==> src/rtl/clk_period_mon.sv <==
// clk_period_mon: measures an asynchronous monitored clock's period in clk_i cycles and flags too-fast/too-slow clocks; define CLK_PERIOD_MON_DUTY_EN to also report high time
module clk_period_mon #(
    parameter int CNT_WIDTH   = 16,
    parameter int SYNC_STAGES = 2
) (
    input  logic                 clk_i,
    input  logic                 rst_i,
    input  logic                 en_i,
    input  logic                 clr_i,
    input  logic                 mon_clk_i,
    input  logic [CNT_WIDTH-1:0] min_period_i,
    input  logic [CNT_WIDTH-1:0] max_period_i,
    output logic [CNT_WIDTH-1:0] period_o,
    output logic [CNT_WIDTH-1:0] high_o,
    output logic                 valid_o,
    output logic                 too_fast_o,
    output logic                 too_slow_o
);
    typedef enum logic [1:0] {IDLE, ARM, MEAS} state_t;
    localparam logic [CNT_WIDTH-1:0] CNT_MAX = '1;
    localparam logic [CNT_WIDTH-1:0] CNT_ONE = CNT_WIDTH'(1);
    state_t                 r_state, w_state_next;
    logic [SYNC_STAGES-1:0] r_sync;
    logic                   r_prev;
    logic                   w_sync, w_rise;
    logic [CNT_WIDTH-1:0]   r_cnt, w_cnt_next, w_cnt_inc;
    logic [CNT_WIDTH-1:0]   r_period;
    logic                   r_valid, r_too_fast, r_too_slow;
    logic                   w_publish, w_fast_set, w_slow_set;

    assign w_sync    = r_sync[SYNC_STAGES-1];
    assign w_rise    = w_sync & ~r_prev;
    assign w_cnt_inc = (r_cnt == CNT_MAX) ? r_cnt : r_cnt + CNT_ONE;

    // bring the monitored clock into clk_i domain and keep last synced level for edge detection
    always_ff @(posedge clk_i) begin
        if (rst_i) begin
            r_sync <= '0;
            r_prev <= 1'b0;
        end else begin
            r_sync <= {r_sync[SYNC_STAGES-2:0], mon_clk_i};
            r_prev <= w_sync;
        end
    end

    // next state, counter update and flag set conditions; disable always wins
    always_comb begin
        w_state_next = r_state;
        w_cnt_next   = '0;
        w_publish    = 1'b0;
        w_fast_set   = 1'b0;
        w_slow_set   = 1'b0;
        if (!en_i) begin
            w_state_next = IDLE;
        end else begin
            case (r_state)
                IDLE: w_state_next = ARM;
                ARM: begin
                    w_state_next = w_rise ? MEAS : ARM;
                    w_cnt_next   = w_rise ? CNT_ONE : '0;
                end
                MEAS: begin
                    w_publish  = w_rise;
                    w_fast_set = w_rise & (r_cnt < min_period_i);
                    w_slow_set = ~w_rise & (w_cnt_inc > max_period_i);
                    w_cnt_next = w_rise ? CNT_ONE : w_cnt_inc;
                end
                default: w_state_next = IDLE;
            endcase
        end
    end

    // state, period counter, published period and sticky flags (set beats clear)
    always_ff @(posedge clk_i) begin
        if (rst_i) begin
            r_state    <= IDLE;
            r_cnt      <= '0;
            r_period   <= '0;
            r_valid    <= 1'b0;
            r_too_fast <= 1'b0;
            r_too_slow <= 1'b0;
        end else begin
            r_state    <= w_state_next;
            r_cnt      <= w_cnt_next;
            r_valid    <= w_publish;
            r_too_fast <= w_fast_set | (r_too_fast & ~clr_i);
            r_too_slow <= w_slow_set | (r_too_slow & ~clr_i);
            if (w_publish) r_period <= r_cnt;
        end
    end

`ifdef CLK_PERIOD_MON_DUTY_EN
    logic                 w_fall;
    logic [CNT_WIDTH-1:0] r_hcnt, r_hcap, r_high, w_hcnt_inc;

    assign w_fall     = ~w_sync & r_prev;
    assign w_hcnt_inc = (r_hcnt == CNT_MAX) ? r_hcnt : r_hcnt + CNT_ONE;

    // count synced-high cycles from each rise, capture on fall, publish alongside the period
    always_ff @(posedge clk_i) begin
        if (rst_i) begin
            r_hcnt <= '0;
            r_hcap <= '0;
            r_high <= '0;
        end else begin
            if (!en_i) r_hcnt <= '0;
            else if (r_state == MEAS) r_hcnt <= w_rise ? CNT_ONE : (w_sync ? w_hcnt_inc : r_hcnt);
            else r_hcnt <= (r_state == ARM && w_rise) ? CNT_ONE : '0;
            if (en_i && r_state == MEAS && w_fall) r_hcap <= r_hcnt;
            if (w_publish) r_high <= r_hcap;
        end
    end

    assign high_o = r_high;
`else
    assign high_o = '0;
`endif

    assign period_o   = r_period;
    assign valid_o    = r_valid;
    assign too_fast_o = r_too_fast;
    assign too_slow_o = r_too_slow;
endmodule

==> config.mk <==
export PLATFORM = sky130hd
export DESIGN_NAME = clk_period_mon
export DESIGN_NICKNAME = d
export VERILOG_FILES = /design/src/rtl/clk_period_mon.sv
export SDC_FILE = /design/constraint.sdc
export NUM_CORES = 1
export LEC_CHECK = 0
export BUFFER_PORTS_ARGS = -buffer_cell sky130_fd_sc_hd__clkbuf_2
export CAP_MARGIN = 0
export CORE_ASPECT_RATIO = 0.75
export CORE_MARGIN = 5
export CORE_UTILIZATION = 24
export DETAILED_ROUTE_END_ITERATION = 8
export HOLD_SLACK_MARGIN = 0.06
export PLACE_DENSITY = 0.44
export SYNTH_ARGS = -nofsm -noshare
export SYNTH_HDL_FRONTEND = slang
export SYNTH_SLANG_ARGS = --single-unit
==> constraint.sdc <==
create_clock -name clk_i -period 3.6 [get_ports clk_i]
set_input_delay 0 -clock clk_i [delete_from_list [all_inputs] [get_ports clk_i]]
set_output_delay 0 -clock clk_i [all_outputs]
set_load 0.05 [all_outputs]
==> results.md, run 1 <==
- Status: finished, final reports clean
- Number of enable flip-flop cells after synthesis: 0
- Logic depth of the worst setup path including buffers: 10
- Worst setup endpoint: too_slow_o$_SDFF_PP0_
- Ratio of cells with drive above 1 in the final layout: 19.90%
- Site row count: 33
- Kind of cell with the highest combined delay on the critical path: simple AND/OR/NAND/NOR gates
- Most instantiated flip-flop cell in the synthesis netlist: dfxtp_1
- Worst setup path start: r_cnt[0]$_SDFF_PP0_
- Static leakage: 1.532 nW
- Number of buffers created by CTS: 5
- Buffer count from post-CTS setup fixing: 0
- Clock Path Buffers: 2
- Endpoint required time on the critical path: 3.81 ns
- Detailed Route WL: 7.636 mm
- Reg2reg start: r_cnt[0]$_SDFF_PP0_
- Post-Synthesis Cell Area: 0.002735 mm²
- Antenna violations before repair: 0
- Width of the die: 133.3 µm
- Clock latency reported for the late side of the worst-skew pair: 0.28 ns
- Library cell contributing the largest single delay on the critical path: nor4_4
- DR iter-0 viols: 146
- GRT Residual Overflow: 0
- Critical path data arrival time: 3.13 ns
- Synth-to-Final Area Change: 18.44%
- YS warnings: 0
- Critical path fanouts, max: 15
- Unrepaired setup endpoints after global routing: no
- Share of the synthesized area in the top cell type: 29.28%
- Max_slew headroom: 53.29%
- Commonest cells after routing, fill and taps aside: clkbuf_2, nand2_1, inv_1, dfxtp_1, ha_1
- Antenna diode instance count: 0
- Die footprint: 0.01365 mm²
- Final worst-path cycle share: 80.99%
- Least-Margin Pin Slew: 0.6954 ns
- Fraction of registers with async set/reset: 0%
- Setup_tns: 0 ns
- Starting Density: 24.81%
- Total core area: 0.01102 mm²
- Fin nets: 468
- Routability cong.: 0.7722
- Global-route usage over all layers: 11.48%
- Placement Setup Slack: 0.6762 ns
- Final min period: 2.916 ns
- Drt wl/cell: 14.22 µm
- Worst path bufs/invs: 0
- Max Fclk: 0.3430 GHz
- Number of gates resized after CTS: 0
- Delay of the slowest critical-path stage: 0.57 ns
- Count of endpoints failing hold in the final timing report: 0
- Clock Pin Slew Worst Setup and Hold Paths: 0.06 ns
- Element type at the critical path start: flip-flop
- Number of nets with antenna violations after routing: 0
- Yosys cell types: 47
- Power density relative to cell area: 326.2 mW/mm²
- Port Buf Inserts: 55
- Post-Synthesis Mean Instance Area: 7.928 µm²
- Initial DRT Pass Iterations: 4
- Length in cells of the worst reg-to-reg path: 10
- Critical Path Sink Type: flip-flop
- Crit Path Category: flip-flop to flip-flop
- Vias after detailed routing: 2,417
- Final clock skew: 0.006696 ns
- Die Span Y: 102.5 µm
- Placed standard-cell area: 0.003062 mm²
- Hold crit path type: input pin to flip-flop
- Fin Hold WS: 0.06899 ns
- Largest net degree at the start of global routing: 27
- Htree depth: 2
- Peak supply drop: 0.1388 mV
- Reg2reg end: too_slow_o$_SDFF_PP0_
- Total of fill cells in the finished design: 1,208
- Clock Sinks: 40
- Wire length of the first global-routing pass: 12.46 mm
- Clock Tree Root: clkbuf_16
- Most common library cell in the layout ignoring fill and taps: clkbuf_2
- Post-route design area: 0.003239 mm²
- Share of the yosys chip area belonging to registers: 29.28%
- Via count of the first global-routing pass: 2,386
- Post-DP HPWL: 6.169 mm
- Final setup violation count: 0
- Drt via density: 4.501
- I/O Pins: 72
- Ordered cell list for the critical path: ha_1 -> nand4_1 -> nor4_4 -> or3_2 -> nand2_1 -> ha_1 -> nand4_1 -> nor3_1 -> o21ai_0 -> a31oi_1
- TritonCTS clock tree: done
- MaxCap Viol Count: 0
- Least setup slack across all paths after layout: 0.6843 ns
- Post-Synthesis Cells: 345
- DRC Markers: 0
- Number of storage elements in the synthesis netlist: 40
- Flop-to-flop setup slack: 0.68 ns
- Top post-synthesis cells by area: dfxtp_1, ha_1, nand2_1
- Hold buffer count at cts: 1
- Number of max-slew violations in the final report: 0
- Cell accounting for the most synthesized area: dfxtp_1
## power breakdown
group / switching [mW] / internal [mW] / leakage [nW] / total [mW]
Combinational: 0.0715 / 0.0296 / 1.13 / 0.101
Sequential: 0.00102 / 0.445 / 0.323 / 0.446
Clock: 0.184 / 0.326 / 0.0798 / 0.510
## cell usage after synthesis (2+ instances only)
cell type	n
a21o_1	2
mux2_2	5
nor3_1	7
xor2_1	4
a311oi_1	2
nor2b_1	5
a211oi_1	4
clkbuf_1	7
a2111oi_0	3
or3_2	3
nor4_1	2
nor2_1	6
a21oi_1	33
nand2b_1	4
o21ai_0	11
dfxtp_1	40
nor3b_1	3
o31ai_1	3
o22ai_1	2
or4_2	2
inv_1	40
nand4_1	7
nand3_1	13
and3_1	2
ha_1	35
or3_1	5
and2_1	3
nand2_1	54
buf_4	17
o21a_1	2
a31oi_1	3
## per-layer routing
metal	vias to the layer above	wire length, µm	track usage (%)
li1	1263	-	-
met1	1076	4151	18.22
met2	74	2773	15.48
met3	4	673	2.805
met4	0	38	1.897
met5	-	0	0
## logic make-up (layout without fill, tap and decap cells)
group | after synthesis | count (layout) | synth area share, %
multiplexers | 6 | 6 | 2.424
other | 1 | 16 | 0.1371
AND/OR/NAND/NOR | 124 | 124 | 24.15
flip-flops | 40 | 40 | 29.28
buffers and inverters | 67 | 104 | 12.08
adder cells (fa/ha/maj) | 35 | 35 | 16.01
XOR/XNOR | 4 | 4 | 1.281
AO/OA/AOI/OAI | 68 | 68 | 14.64
## layout make-up
type | count | area, µm² | area share [%]
clock buffers | 5 | 125.1 | 3.862
clock inverters | 3 | 42.54 | 1.313
inverters | 40 | 150.1 | 4.635
multi-input cells | 253 | 1660 | 51.26
flip-flops and latches | 40 | 800.8 | 24.72
well taps | 140 | 175.2 | 5.407
repair buffers | 56 | 285.3 | 8.806
## sequential cells by signal (all words and copies together), names as in the netlist
signal,flops
r_state,2
valid_o,1
too_slow_o,1
r_prev,1
period_o,16
too_fast_o,1
r_cnt,16
r_sync,2
## worst reg2reg max path, stage by stage (launching register included)
cell and delay [ns]:
dfxtp_1 0.50, ha_1 0.31, nand4_1 0.18, nor4_4 0.57
or3_2 0.25, nand2_1 0.08, ha_1 0.33, nand4_1 0.12
nor3_1 0.22, o21ai_0 0.13, a31oi_1 0.17
## stage by stage
| stage | power (mW) | utilization [%] | instances |
|---|---|---|---|
| after floorplan | 0.5386 | - | 360 |
| after detailed placement | 0.5556 | 27.77 | 528 |
| after global placement | 0.5559 | 27.77 | 528 |
| final | 1.057 | 29.38 | 537 |
| after CTS | 1.075 | 29.38 | 537 |
| after global routing | 1.102 | 29.38 | 537 |
## how the worst min path moves through the flow
stage	start	end	slack, ns	cells after the start
2_1_floorplan	mon_clk_i	r_sync[0]$_SDFF_PP0_	0.13	1
3_3_place_gp	mon_clk_i	r_sync[0]$_SDFF_PP0_	0.22	2
3_5_place_dp	mon_clk_i	r_sync[0]$_SDFF_PP0_	0.23	2
4_1_cts	clr_i	too_fast_o$_SDFF_PP0_	0.07	4
5_1_grt	clr_i	too_fast_o$_SDFF_PP0_	0.09	4
6_report	en_i	r_state[1]$_SDFFE_PP0P_	0.07	3
Power figures use the tool's default switching activity.
==> run 2, diff against run 1 <==
--- a/config.mk
+++ b/config.mk
@@ -5,6 +5,7 @@
 export SDC_FILE = /design/constraint.sdc
 export NUM_CORES = 1
 export LEC_CHECK = 0
+export ABC_AREA = 1
 export BUFFER_PORTS_ARGS = -buffer_cell sky130_fd_sc_hd__clkbuf_2
 export CAP_MARGIN = 0
 export CORE_ASPECT_RATIO = 0.75
@@ -12,7 +13,7 @@
 export CORE_UTILIZATION = 24
 export DETAILED_ROUTE_END_ITERATION = 8
 export HOLD_SLACK_MARGIN = 0.06
-export PLACE_DENSITY = 0.44
+export PLACE_DENSITY = 0.43
 export SYNTH_ARGS = -nofsm -noshare
 export SYNTH_HDL_FRONTEND = slang
 export SYNTH_SLANG_ARGS = --single-unit
==> constraint.sdc (replaced) <==
create_clock -name clk_i -period 2.7 [get_ports clk_i]
set_input_delay 0 -clock clk_i [delete_from_list [all_inputs] [get_ports clk_i]]
set_output_delay 0 -clock clk_i [all_outputs]
set_load 0.05 [all_outputs]
==> results.md, run 2 <==
- Vias after detailed routing: 2,465 (+2.0%)
- Post-DP HPWL: 6.255 mm (+1.4%)
- Most common cell in the netlist: nand2_1
- Via count of the first global-routing pass: 2,434 (+2.0%)
- Drt via density: 3.976 (-12%)
- Post-Synthesis Cells: 390 (+13%)
- Die Span Y: 104.0 µm (+1.5%)
- Post-route design area: 0.003472 mm² (+7.2%)
- Element type at the critical path start: flip-flop
- Reg2reg end: too_slow_o$_SDFF_PP0_
- Endpoint required time on the critical path: 2.87 ns (-0.94 ns)
- MaxCap Viol Count: 0 (unchanged)
- Commonest cells after routing, fill and taps aside: nand2_1, inv_1, clkbuf_2
- Number of enable flip-flop cells after synthesis: 0 (unchanged)
- Share of the yosys chip area belonging to registers: 28.31% (-0.97 points)
- YS warnings: 0 (unchanged)
- Status: finished, final reports clean
- Htree depth: 2 (unchanged)
- Detailed Route WL: 7.314 mm (-4.2%)
- Port Buf Inserts: 55 (unchanged)
- Final setup violation count: 0 (unchanged)
- Die footprint: 0.01408 mm² (+3.1%)
- Reg2reg start: r_cnt[1]$_SDFF_PP0_
- Overall power consumption: 1.411 mW (+34%)
- Antenna diode instance count: 0 (unchanged)
- Crit Path Category: flip-flop to flip-flop
- Total core area: 0.01157 mm² (+5.0%)
- Critical Path Sink Type: flip-flop
- Clock Sinks: 40 (unchanged)
- Number of nets with antenna violations after routing: 0 (unchanged)
- Final clock skew: 0.003932 ns (-0.002764 ns)
- Critical path fanouts, max: 26 (+11)
- Ratio of cells with drive above 1 in the final layout: 21.83% (+1.9 points)
- Final min period: 2.436 ns (-0.4793 ns)
- Share of the synthesized area in the top cell type: 28.31% (-0.97 points)
- Peak supply drop: 0.2418 mV (+74%)
- Post-Synthesis Cell Area: 0.002829 mm² (+3.4%)
- Placed standard-cell area: 0.003247 mm² (+6.0%)
- Count of endpoints failing hold in the final timing report: 0 (unchanged)
- Hold Path Sink: too_slow_o$_SDFF_PP0_
- Critical hold path startpoint: max_period_i[0]
- Number of buffers created by CTS: 5 (unchanged)
- Clock Tree Root: clkbuf_16
- Number of storage elements in the synthesis netlist: 40 (unchanged)
- Drt wl/cell: 11.80 µm (-17%)
- Post-Synthesis Mean Instance Area: 7.254 µm² (-8.5%)
- Top post-synthesis cells by area: dfxtp_1, ha_1, nand2_1
- Total of fill cells in the finished design: 1,329 (+10%)
- Hold Crit Depth: 6 (+3)
- Largest net degree at the start of global routing: 27 (unchanged)
- Yosys cell types: 37 (-21%)
- Flop-to-flop setup slack: 0.26 ns (-0.42 ns)
- Ordered cell list for the critical path: ha_1 -> nand3_1 -> inv_1 -> nand2_4 -> nor2_8 -> inv_4 -> o21bai_1 -> inv_1 -> ha_1 -> nand2_1 -> nand2_1 -> nand2_1 -> nand2_1 -> nand2_1 -> nand2_1 -> nand2_1 -> nand2_1 -> nand2_1 -> a21oi_1
- Buffer count from post-CTS setup fixing: 0 (unchanged)
- Wire length of the first global-routing pass: 12.02 mm (-3.5%)
- Width of the die: 135.4 µm (+1.6%)
- Site row count: 34 (+3.0%)
- Fin nets: 529 (+13%)
- Routability cong.: 0.8087 (+4.7%)
- Setup_tns: 0 ns (unchanged)
- Least-Margin Pin Slew: 0.6255 ns (-0.06992 ns)
- Synth-to-Final Area Change: 22.73%
- I/O Pins: 72 (unchanged)
- TritonCTS clock tree: done
- Delay of the slowest critical-path stage: 0.40 ns (-0.17 ns)
- Worst path most repeated cell: nand2_1
- Fraction of registers with async set/reset: 0% (unchanged)
- Length in cells of the worst reg-to-reg path: 19 (+9)
- Clock Path Buffers: 2 (unchanged)
- Max_slew headroom: 58.26% (+5.0 points)
- Most instantiated flip-flop cell in the synthesis netlist: dfxtp_1
- Antenna violations before repair: 0 (unchanged)
- Cell accounting for the most synthesized area: dfxtp_1
- Library cell contributing the largest single delay on the critical path: dfxtp_1
- Power density relative to cell area: 406.4 mW/mm² (+25%)
- Max Fclk: 0.4104 GHz (+20%)
- GRT Residual Overflow: 0 (unchanged)
- Global-route usage over all layers: 10.61% (-0.87 points)
- Most common library cell in the layout ignoring fill and taps: nand2_1
- Final worst-path cycle share: 90.24% (+9.2 points)
- Number of max-slew violations in the final report: 0 (unchanged)
- Clock latency reported for the late side of the worst-skew pair: 0.28 ns (about the same)
- Clock Pin Slew Worst Setup and Hold Paths: 0.06 ns (about the same)
- DRC Markers: 0 (unchanged)
- Static leakage: 1.920 nW (+25%)
- Critical path data arrival time: 2.61 ns (-0.52 ns)
- Hold crit path type: input pin to flip-flop
- Most frequent cells after synthesis: nand2_1, inv_1, nor2_1
- Initial DRT Pass Iterations: 5 (+1)
- Unrepaired setup endpoints after global routing: no
- DR iter-0 viols: 77 (-47%)
- Starting Density: 24.45% (-0.36 points)
## run 2: area by class of cell
class	instances	area (µm²)	share of cell area [%]
Clock buffer	6	128.9	3.712
Clock inverter	2	35.03	1.009
Multi-Input combinational cell	271	1647	47.42
Tap cell	162	202.7	5.838
Timing Repair Buffer	68	387.9	11.17
Inverter	71	269.0	7.748
Sequential cell	40	802.0	23.10
## run 2: per-layer routing
layer  wire length (µm)  vias to the layer above  track usage (%)
li1                   -                     1327                -
met3                363                        2            2.708
met1               3769                     1085            14.89
met2               3164                       51            16.83
met4                 17                        0            1.295
met5                  0                        -                0
## run 2: what timing repair did
action / 4_1_cts / 5_1_grt
setup endpoints to repair: 0 / 1
resized for setup: 0 / 1
endpoints found under the hold margin: 7 / 0
hold buffers: 6 / 0
## run 2: kinds of logic after synthesis
logic type	share of synthesized area [%]
buffers and inverters	15.48
xor gates and xnor gates	3.671
AOI/OAI and AO/OA	12.61
DFF	28.31
adders and majority gates	15.48
other	0.1326
and+or+nand+nor	24.33
## run 2: how the worst max path moves through the flow
stage | startpoint | end | slack (ns) | depth (start not counted)
after floorplan | r_cnt[0]$_SDFF_PP0_ | too_slow_o$_SDFF_PP0_ | 0.53 | 16
after global routing | r_cnt[1]$_SDFF_PP0_ | too_slow_o$_SDFF_PP0_ | 0.01 | 19
after CTS | r_cnt[0]$_SDFF_PP0_ | too_slow_o$_SDFF_PP0_ | 0.19 | 19
after global placement | r_cnt[1]$_SDFF_PP0_ | too_slow_o$_SDFF_PP0_ | 0.29 | 19
after detailed placement | r_cnt[0]$_SDFF_PP0_ | too_slow_o$_SDFF_PP0_ | 0.21 | 19
final | r_cnt[1]$_SDFF_PP0_ | too_slow_o$_SDFF_PP0_ | 0.26 | 19
## run 2: report_power, final
| part | internal [mW] | switching [mW] |
|---|---|---|
| Combinational | 0.0427 | 0.0947 |
| Clock | 0.435 | 0.245 |
| Sequential | 0.593 | 0.000988 |
## run 2: through the flow
stage          instances  hold slack [ns]  util [%]  setup WS, ns
4_1_cts              620           0.3460     30.00        0.1899
3_5_place_dp         606           0.1964     28.06        0.2062
2_1_floorplan        405          0.06907         -        0.5263
5_1_grt              620           0.4298     30.01       0.01345
6_report             620           0.3481     30.01        0.2635
3_3_place_gp         606           0.1947     28.06        0.2935
## run 2: critical path, delay by kind of cell (launching register included)
| family | cells | cell delay (ns) |
|---|---|---|
| buffers and inverters | 3 | 0.34 |
| adder cells (fa/ha/maj) | 2 | 0.49 |
| AO/OA/AOI/OAI | 2 | 0.25 |
| AND/OR/NAND/NOR | 12 | 0.83 |
| flip-flops | 1 | 0.40 |
==> run 3, diff against run 2 <==
--- a/config.mk
+++ b/config.mk
@@ -10,10 +10,10 @@
 export CAP_MARGIN = 0
 export CORE_ASPECT_RATIO = 0.75
 export CORE_MARGIN = 5
-export CORE_UTILIZATION = 24
+export CORE_UTILIZATION = 30
 export DETAILED_ROUTE_END_ITERATION = 8
 export HOLD_SLACK_MARGIN = 0.06
-export PLACE_DENSITY = 0.43
+export PLACE_DENSITY = 0.51
 export SYNTH_ARGS = -nofsm -noshare
 export SYNTH_HDL_FRONTEND = slang
 export SYNTH_SLANG_ARGS = --single-unit
==> results.md, run 3 (same netlist as run 2, synthesis figures left out) <==
- Vias after detailed routing: 2,469 (+0.16%)
- Hold Path Sink: too_slow_o$_SDFF_PP0_
- Reg2reg start: r_cnt[4]$_SDFF_PP0_
- Total of fill cells in the finished design: 994 (-25%)
- Post-DP HPWL: 5.755 mm (-8.0%)
- Via count of the first global-routing pass: 2,400 (-1.4%)
- Status: finished, final reports clean
- Delay of the slowest critical-path stage: 0.53 ns (+0.13 ns)
- Flop-to-flop setup slack: 0.27 ns (about the same)
- DR iter-0 viols: 107 (+39%)
- Fin nets: 525 (-0.76%)
- Initial DRT Pass Iterations: 4 (-1)
- Unrepaired setup endpoints after global routing: no
- Critical Path Sink Type: flip-flop
- GRT Residual Overflow: 0 (unchanged)
- Clock Pin Slew Worst Setup and Hold Paths: 0.06 ns (about the same)
- Worst path most repeated cell: nand2_1
- Power density relative to cell area: 409.6 mW/mm² (+0.77%)
- Total core area: 0.009121 mm² (-21%)
- Site row count: 30 (-12%)
- Length in cells of the worst reg-to-reg path: 14 (-5)
- Die Span Y: 94.10 µm (-9.5%)
- Number of nets with antenna violations after routing: 0 (unchanged)
- Most common library cell in the layout ignoring fill and taps: nand2_1
- Hold Crit Depth: 6 (unchanged)
- Clock Path Buffers: 2 (unchanged)
- Detailed Route WL: 6.813 mm (-6.8%)
- Drt wl/cell: 11.71 µm (-0.77%)
- Wire length on met3: 400 µm (+10%)
- Ordered cell list for the critical path: nand2_2 -> nor2_4 -> nand2_1 -> nor2_4 -> nand4_1 -> nand2_1 -> nand2_1 -> ha_1 -> nand2_1 -> nor2_1 -> nand2_1 -> o21a_1 -> nand2_1 -> a21oi_1
- Critical hold path startpoint: max_period_i[0]
- Hold crit path type: input pin to flip-flop
- Die footprint: 0.01149 mm² (-18%)
- Reg2reg end: too_slow_o$_SDFF_PP0_
- Highest Signal Layer: met4
- Clock Tree Root: clkbuf_16
- Drt via density: 4.242 (+6.7%)
- Final min period: 2.427 ns (-0.009391 ns)
- Critical path data arrival time: 2.59 ns (-0.02 ns)
- Antenna diode instance count: 0 (unchanged)
- Largest net degree at the start of global routing: 27 (unchanged)
- Final worst-path cycle share: 89.89% (-0.35 points)
- Width of the die: 122.1 µm (-9.8%)
- DRC Markers: 0 (unchanged)
- Fin Hold WS: 0.3740 ns (+0.02596 ns)
- Wire length of the first global-routing pass: 11.25 mm (-6.4%)
- Max Fclk: 0.4120 GHz (+0.39%)
- MaxCap Viol Count: 0 (unchanged)
- Ratio of cells with drive above 1 in the final layout: 21.37% (-0.47 points)
- TritonCTS clock tree: done
- Routability cong.: 0.8196 (+1.3%)
- Htree depth: 2 (unchanged)
- Overall power consumption: 1.393 mW (-1.3%)
- Clock latency reported for the late side of the worst-skew pair: 0.28 ns (about the same)
- Max_slew headroom: 62.57% (+4.3 points)
- Sum of routed wire segments on met1: 3.434 mm (-8.9%)
- Static leakage: 1.899 nW (-1.1%)
- I/O Pins: 72 (unchanged)
- Setup_tns: 0 ns (unchanged)
- Number of max-slew violations in the final report: 0 (unchanged)
- Least-Margin Pin Slew: 0.5608 ns (-0.06462 ns)
- Peak supply drop: 0.2173 mV (-10%)
- Crit Path Category: flip-flop to flip-flop
- Starting Density: 31.02% (+6.6 points)
- Element type at the critical path start: flip-flop
- Count of endpoints failing hold in the final timing report: 0 (unchanged)
- Port Buf Inserts: 55 (unchanged)
- Area taken by multi-input logic gates: 0.001647 mm² (unchanged)
- Synth-to-Final Area Change: 20.21%
- Final setup violation count: 0 (unchanged)
- Clock Sinks: 40 (unchanged)
- Antenna violations before repair: 0 (unchanged)
- Commonest cells after routing, fill and taps aside: nand2_1, inv_1, clkbuf_2
- Final clock skew: 0.002280 ns (-0.001651 ns)
- Library cell contributing the largest single delay on the critical path: dfxtp_1
- Area taken by flip-flops and latches: 803.3 µm² (+0.16%)
- Endpoint required time on the critical path: 2.87 ns (about the same)
- Critical path fanouts, max: 5 (-81%)
- Number of buffers created by CTS: 5 (unchanged)
- Global-route usage over all layers: 12.36% (+1.7 points)
- Fin util: 37.28% (+7.3 points)
- Met2 wire len: 2.912 mm (-8.0%)
## run 3: area by class of cell
| type | instances | share of cell area (%) |
|---|---|---|
| Clock buffer | 6 | 3.790 |
| Clock inverter | 2 | 1.030 |
| Inverter | 71 | 7.910 |
| Multi-Input combinational cell | 271 | 48.42 |
| Sequential cell | 40 | 23.62 |
| Tap cell | 128 | 4.709 |
| Timing Repair Buffer | 64 | 10.52 |
## run 3: metrics by stage
stage | setup slack [ns] | instances | area [µm²]
after floorplan | 0.5263 | 405 | 2885
after global placement | 0.3150 | 568 | 3174
after detailed placement | 0.1951 | 568 | 3174
after CTS | 0.1650 | 582 | 3398
after global routing | 0.03406 | 582 | 3401
final | 0.2729 | 582 | 3401
## run 3: worst max-delay path, delay by kind of cell (launching register included)
kind / cells / cell delay [ns]
adders and majority gates: 1 / 0.30
and+or+nand+nor: 11 / 1.21
DFF: 1 / 0.53
AOI/OAI and AO/OA: 2 / 0.26
## run 3: layer usage
layer / global-route usage (%) / vias up
li1: - / 1323
met1: 16.59 / 1086
met2: 19.81 / 54
met3: 3.251 / 6
met4: 2.796 / 0
met5: 0 / -
## run 3: timing repair
| action | in CTS | in global routing |
|---|---|---|
| endpoints found under the setup margin | 0 | 1 |
| hold buffers | 6 | 0 |
| buffers inserted | 0 | 0 |
| hold endpoints to repair | 7 | 0 |
| gates resized for setup | 0 | 2 |
## run 3: power breakdown
group          leakage (nW)  internal (mW)  switching [mW]
logic                  1.49         0.0426          0.0937
clock network        0.0808          0.434           0.228
registers             0.324          0.593         0.00108
total                  1.90           1.07           0.323
## run 3: worst max-delay path by stage
| stage | startpoint | endpoint | cells past startpoint | slack (ns) |
|---|---|---|---|---|
| 6_report | r_cnt[4]$_SDFF_PP0_ | too_slow_o$_SDFF_PP0_ | 14 | 0.27 |
| 5_1_grt | r_cnt[0]$_SDFF_PP0_ | too_slow_o$_SDFF_PP0_ | 19 | 0.03 |
| 4_1_cts | r_cnt[0]$_SDFF_PP0_ | too_slow_o$_SDFF_PP0_ | 19 | 0.17 |
| 3_5_place_dp | r_cnt[0]$_SDFF_PP0_ | too_slow_o$_SDFF_PP0_ | 19 | 0.20 |
| 3_3_place_gp | r_cnt[0]$_SDFF_PP0_ | too_slow_o$_SDFF_PP0_ | 19 | 0.31 |
| 2_1_floorplan | r_cnt[0]$_SDFF_PP0_ | too_slow_o$_SDFF_PP0_ | 16 | 0.53 |
